[src/rtl/inv_mix_columns_seq.sv]
// inv_mix_columns_seq: AES InvMixColumns, one column per cycle; define INV_MIX_PARALLEL_EN to do all four columns in one BUSY cycle.
module inv_mix_columns_seq (
  input  logic         clk,
  input  logic         rst,
  input  logic         IN_VALID,
  output logic         IN_READY,
  input  logic [127:0] IN_DATA,
  output logic         OUT_VALID,
  input  logic         OUT_READY,
  output logic [127:0] OUT_DATA,
  output logic         BUSY
);
  typedef enum logic [1:0] {S_IDLE, S_BUSY, S_DONE} state_t;
  state_t       state_q, state_d;
  logic [1:0]   col_cnt_q, col_cnt_d;
  logic [127:0] src_q, src_d, res_q, res_d;
  function automatic logic [7:0] xt(input logic [7:0] b);
    return {b[6:0], 1'b0} ^ (b[7] ? 8'h1b : 8'h00);
  endfunction
  function automatic logic [31:0] inv_col(input logic [31:0] c);
    logic [7:0] x1 [4];
    logic [7:0] x2 [4];
    logic [7:0] x4 [4];
    logic [7:0] x8 [4];
    logic [31:0] o;
    o = '0;
    for (int r = 0; r < 4; r++) begin
      x1[r] = c[31-8*r -: 8];
      x2[r] = xt(x1[r]);
      x4[r] = xt(x2[r]);
      x8[r] = xt(x4[r]);
    end
    // row r: 0e*a_r ^ 0b*a_(r+1) ^ 0d*a_(r+2) ^ 09*a_(r+3)
    for (int r = 0; r < 4; r++)
      o[31-8*r -: 8] = (x8[r] ^ x4[r] ^ x2[r])
                     ^ (x8[(r+1)%4] ^ x2[(r+1)%4] ^ x1[(r+1)%4])
                     ^ (x8[(r+2)%4] ^ x4[(r+2)%4] ^ x1[(r+2)%4])
                     ^ (x8[(r+3)%4] ^ x1[(r+3)%4]);
    return o;
  endfunction
  always_comb begin
    state_d   = state_q;
    col_cnt_d = col_cnt_q;
    src_d     = src_q;
    res_d     = res_q;
    if (state_q == S_IDLE && IN_VALID) begin
      state_d   = S_BUSY;
      src_d     = IN_DATA;
      col_cnt_d = 2'd0;
    end
    if (state_q == S_BUSY) begin
`ifdef INV_MIX_PARALLEL_EN
      for (int c = 0; c < 4; c++) res_d[c*32 +: 32] = inv_col(src_q[c*32 +: 32]);
      state_d = S_DONE;
`else
      res_d[{~col_cnt_q, 5'd0} +: 32] = inv_col(src_q[{~col_cnt_q, 5'd0} +: 32]);
      col_cnt_d = col_cnt_q + 2'd1;
      state_d   = (col_cnt_q == 2'd3) ? S_DONE : S_BUSY;
`endif
    end
    if (state_q == S_DONE && OUT_READY) state_d = S_IDLE;
  end
  always_ff @(posedge clk) begin
    if (rst) begin
      state_q   <= S_IDLE;
      col_cnt_q <= 2'd0;
      src_q     <= '0;
      res_q     <= '0;
    end else begin
      state_q   <= state_d;
      col_cnt_q <= col_cnt_d;
      src_q     <= src_d;
      res_q     <= res_d;
    end
  end
  assign IN_READY  = (state_q == S_IDLE);
  assign OUT_VALID = (state_q == S_DONE);
  assign BUSY      = (state_q == S_BUSY);
  assign OUT_DATA  = res_q;
endmodule

[config.mk]
export PLATFORM = sky130hd
export DESIGN_NAME = inv_mix_columns_seq
export DESIGN_NICKNAME = d
export VERILOG_FILES = /design/src/rtl/inv_mix_columns_seq.sv
export SDC_FILE = /design/constraint.sdc
export NUM_CORES = 1
export LEC_CHECK = 0
export CORE_AREA = 2 2 156 158
export DETAILED_ROUTE_END_ITERATION = 10
export DIE_AREA = 0 0 158 160
export HOLD_SLACK_MARGIN = 0.08
export PLACE_DENSITY = 0.85
export SETUP_SLACK_MARGIN = 0.2
export SYNTH_ARGS = -nofsm -noshare
export SYNTH_HDL_FRONTEND = slang
export SYNTH_SLANG_ARGS = --single-unit
[constraint.sdc]
create_clock -name clk -period 4.42 [get_ports clk]
set_clock_uncertainty 0.15 [all_clocks]
set_input_delay 0.884 -clock clk [delete_from_list [all_inputs] [get_ports clk]]
set_output_delay 0.884 -clock clk [all_outputs]
set_load 0.05 [all_outputs]
==> results of run 1 <==
## routing by layer
| layer | up-vias | track usage, % | part of all wire [%] |
|---|---|---|---|
| met5 | - | 0 | 0 |
| met4 | 0 | 5.45 | 2.0 |
| met3 | 49 | 3.72 | 7.5 |
| met2 | 403 | 43.2 | 49 |
| met1 | 4541 | 34.7 | 42 |
| li1 | 4515 | - | - |
## worst paths after layout
| kind | depth (start not counted) | to | startpoint | slack, ns |
|---|---|---|---|---|
| max | 8 | OUT_DATA[14]$_SDFFE_PP0P_ | col_cnt_q[0]$_SDFFE_PP0P_ | 0.47 |
| min | 2 | src_q[82]$_SDFFE_PP0P_ | src_q[82]$_SDFFE_PP0P_ | 0.31 |
| max reg2reg | 8 | OUT_DATA[14]$_SDFFE_PP0P_ | col_cnt_q[0]$_SDFFE_PP0P_ | 0.47 |
| min reg2reg | 2 | src_q[82]$_SDFFE_PP0P_ | src_q[82]$_SDFFE_PP0P_ | 0.31 |
## where the power goes
group / switching [uW] / leakage (uW) / internal (uW) / total (uW)
Combinational: 1670 / 0.00300 / 1090 / 2760
Clock: 922 / 0.000456 / 1360 / 2280
Sequential: 103 / 0.00212 / 2490 / 2590
## cells in the final DEF, fill, tap and decap left out, types with 2 or more instances in the layout
cell type	Yosys	final
inv_1	4	4
dfxtp_1	260	258
nor2b_1	5	5
buf_12	0	2
xnor2_1	124	124
dfxtp_2	0	2
xnor2_2	11	11
nor2_1	71	71
nor4_2	0	2
xor2_2	2	2
inv_8	0	2
a22o_1	60	60
a22oi_1	68	68
xnor2_4	2	2
o21ai_0	2	2
nand2_1	263	262
clkinv_2	0	5
xor2_1	36	36
ha_1	5	5
xor3_1	2	2
nor4b_2	1	2
bufinv_16	0	2
inv_6	0	2
clkbuf_16	0	27
clkbuf_1	70	3
nor3_1	3	2
clkdlybuf4s50_1	0	261
mux4_2	32	32
xnor3_1	11	11
clkbuf_8	0	7
buf_4	4	20
a21oi_1	136	136
## worst min-delay path, delay by kind of cell, from the launching register on
| kind | cells | cell delay [ns] |
|---|---|---|
| AO/OA/AOI/OAI | 1 | 0.05 |
| flip-flops | 1 | 0.31 |
| AND/OR/NAND/NOR | 1 | 0.05 |
## synthesized netlist by cell type
cell type,number,area [um^2]
a21oi_1,136,681
a22o_1,60,526
a22oi_1,68,510
and2_1,1,6.26
buf_1,1,3.75
buf_2,8,40.0
buf_4,4,30.0
buf_6,3,33.8
clkbuf_1,70,263
dfxtp_1,260,5200
ha_1,5,62.6
inv_1,4,15.0
mux4_2,32,721
nand2_1,263,987
nor2_1,71,267
nor2b_1,5,31.3
nor3_1,3,15.0
nor4_1,2,12.5
nor4b_1,1,8.76
nor4b_2,1,15.0
o21ai_0,2,10.0
xnor2_1,124,1090
xnor2_2,11,179
xnor2_4,2,55.1
xnor3_1,11,248
xnor3_2,1,23.8
xor2_1,36,315
xor2_2,2,32.5
xor3_1,2,47.6
xor3_2,1,25.0
## sequential cells by signal (all words and copies together), names as in the netlist
signal,cells
col_cnt_q,2
OUT_DATA,128
state_q,2
src_q,128
## per-stage QoR
step                      util, %  power [uW]  instances  setup slack [ns]
after global routing         64.0        7940       1760             0.251
after detailed placement     60.2        5390       1712             0.424
after CTS                    64.0        7670       1760             0.380
after global placement       60.2        5330       1712             0.548
after floorplan                 -        4540       1190              1.17
final                        64.0        7640       1760             0.469
## cell families (layout without fill, tap and decap cells)
| group | count (synthesis) | after routing | synth area share [%] |
|---|---|---|---|
| XOR/XNOR | 190 | 190 | 17.6 |
| buffers and inverters | 90 | 336 | 3.36 |
| flip-flops | 260 | 260 | 45.4 |
| multiplexers | 32 | 32 | 6.29 |
| AND/OR/NAND/NOR | 347 | 347 | 11.7 |
| adder cells (fa/ha/maj) | 5 | 5 | 0.546 |
| AO/OA/AOI/OAI | 266 | 266 | 15.1 |
## area by class of cell
type | instances | area (um^2)
fill | 1909 | 8570
inverter | 4 | 15.0
clock buffer | 37 | 783
clock inverter | 11 | 125
multi-input combinational | 840 | 5900
timing repair buffer | 284 | 2810
tap | 324 | 405
sequential | 260 | 5210
==> impl_results.md, run 1 <==
- Status: finished, final reports clean
- Post-Syn Instances: about 1200
- Setup CP Type: flip-flop to flip-flop
- Worst-Margin Slew: 1.37 ns
- Total wire length: between 30000 and 40000 um
- Crit path DAT: 4.25 ns
- Hold_ws: 0.305 ns
- Maximum clock rate: 0.253 GHz
- Setup TNS: 0 ns
- Vias in the first global route: 9065
- Pin count of the biggest net entering global routing: roughly 130
- Max cap viols: 0
- Pre-antenna DRT Iters: 5
- Hold crit path type: flip-flop to flip-flop
- Antenna diode count: 0
- Slowest stage cell, crit path: dfxtp_2
- Fin crit share: between 80% and 90%
- First-pass GRT wire length: roughly 50000 um
- DRT iter0 DRCs: 715
- Worst path bufs/invs: 1
- Nets: 1553
- Design Area, Final: 15200 um^2
- Via Count: 9508
- Worst Path Max Fanout: 23
- Hold Violations, Final: 0
- Leak: 0.00557 uW
- Initial antenna violation count: 0
- Resized cells post-CTS: 0
- GRT Total Usage: 25.5%
- Worst skew pair latency: between 0.5 and 0.6 ns
- Most common cell type on the critical path: xnor2_1
- Critical Path RT: ~4.7 ns
- Synthesized flop and latch total: 260
- DRC Markers: 0
- WL per Instance: 18.7 um
- Post-CTS setup buffers: 0
- DP Area: between 10000 and 15000 um^2
- TritonCTS clock tree: built
- Post-synthesis sequential area ratio: 45.4%
- IO buf count: about 260
- Netlist cell types: 30
- Core area: roughly 24000 um^2
- Share of post-route cells with drive strength above 1: 8.77%
- Starting Density: 48.1%
- Endpoints failing setup: 0
- Power per cell area: 501 nW/um^2
- GR Overflow Total: 0
- Critical Path Source Type: flip-flop
- Area of the mapped netlist: 11500 um^2
- CTS H-tree lvls: 1
- Syn. warnings: 0
- Crit. End Element: flip-flop
- Via/cell ratio: approximately 5.4
- GPL Wtd Cong: 0.951
- FP Rows: 57
- Max Slew Vio Count: 0
- Layout overhead on the synthesized area: 33.1%
- Clock Sink Count: 260
- CTS Root Cell: clkbuf_16
- ANT nets after route: 0
- Syn_nets: 1327
- Worst path max stage delay: approximately 0.84 ns
- Clock-pin slew on the worst setup and hold paths: 0.06 ns
- Clk buf depth: 3
- Worst slew margin: 8.53%
- Maximum vdd drop: approximately 0.35 mV
- RSZ-0062 raised after global routing: no
- Crit path cell chain: buf_4 -> mux4_2 -> xor2_1 -> xnor3_1 -> xnor2_1 -> xnor2_1 -> a22oi_1 -> nor2_1
- Detailed-placement wirelength estimate: 24300 um
- CTS Buf Count: 26
- Die Y: between 150 and 200 um
- Die W: 158 um
- Mapped Avg Cell Area: 9.63 um^2
- Cts hold-fix bufs: 0
- Die ar.: about 25000 um^2
- Final Critical Period: 3.95 ns
- CP delay by family, top: XOR/XNOR gates
- IO Pins: 263
No activity file was read; power rests on OpenSTA's default activity.
==> run 2, diff against run 1 <==
Settings changed: TNS_END_PERCENT set to 30.
==> results of run 2 <==
Final layout, timing and power as in run 1 (identical DEF).
==> run 3, diff against run 2 <==
--- a/constraint.sdc
+++ b/constraint.sdc
@@ -4,2 +4,2 @@
 set_output_delay 0.884 -clock clk [all_outputs]
-set_load 0.05 [all_outputs]
+set_load 0.02 [all_outputs]
==> results of run 3 <==
The final DEF is identical to that of run 1. Status: finished, final reports clean.
Among the figures that moved: total power 7640 uW -> 7480 uW; worst IR drop on VDD 0.347 mV -> 0.346 mV
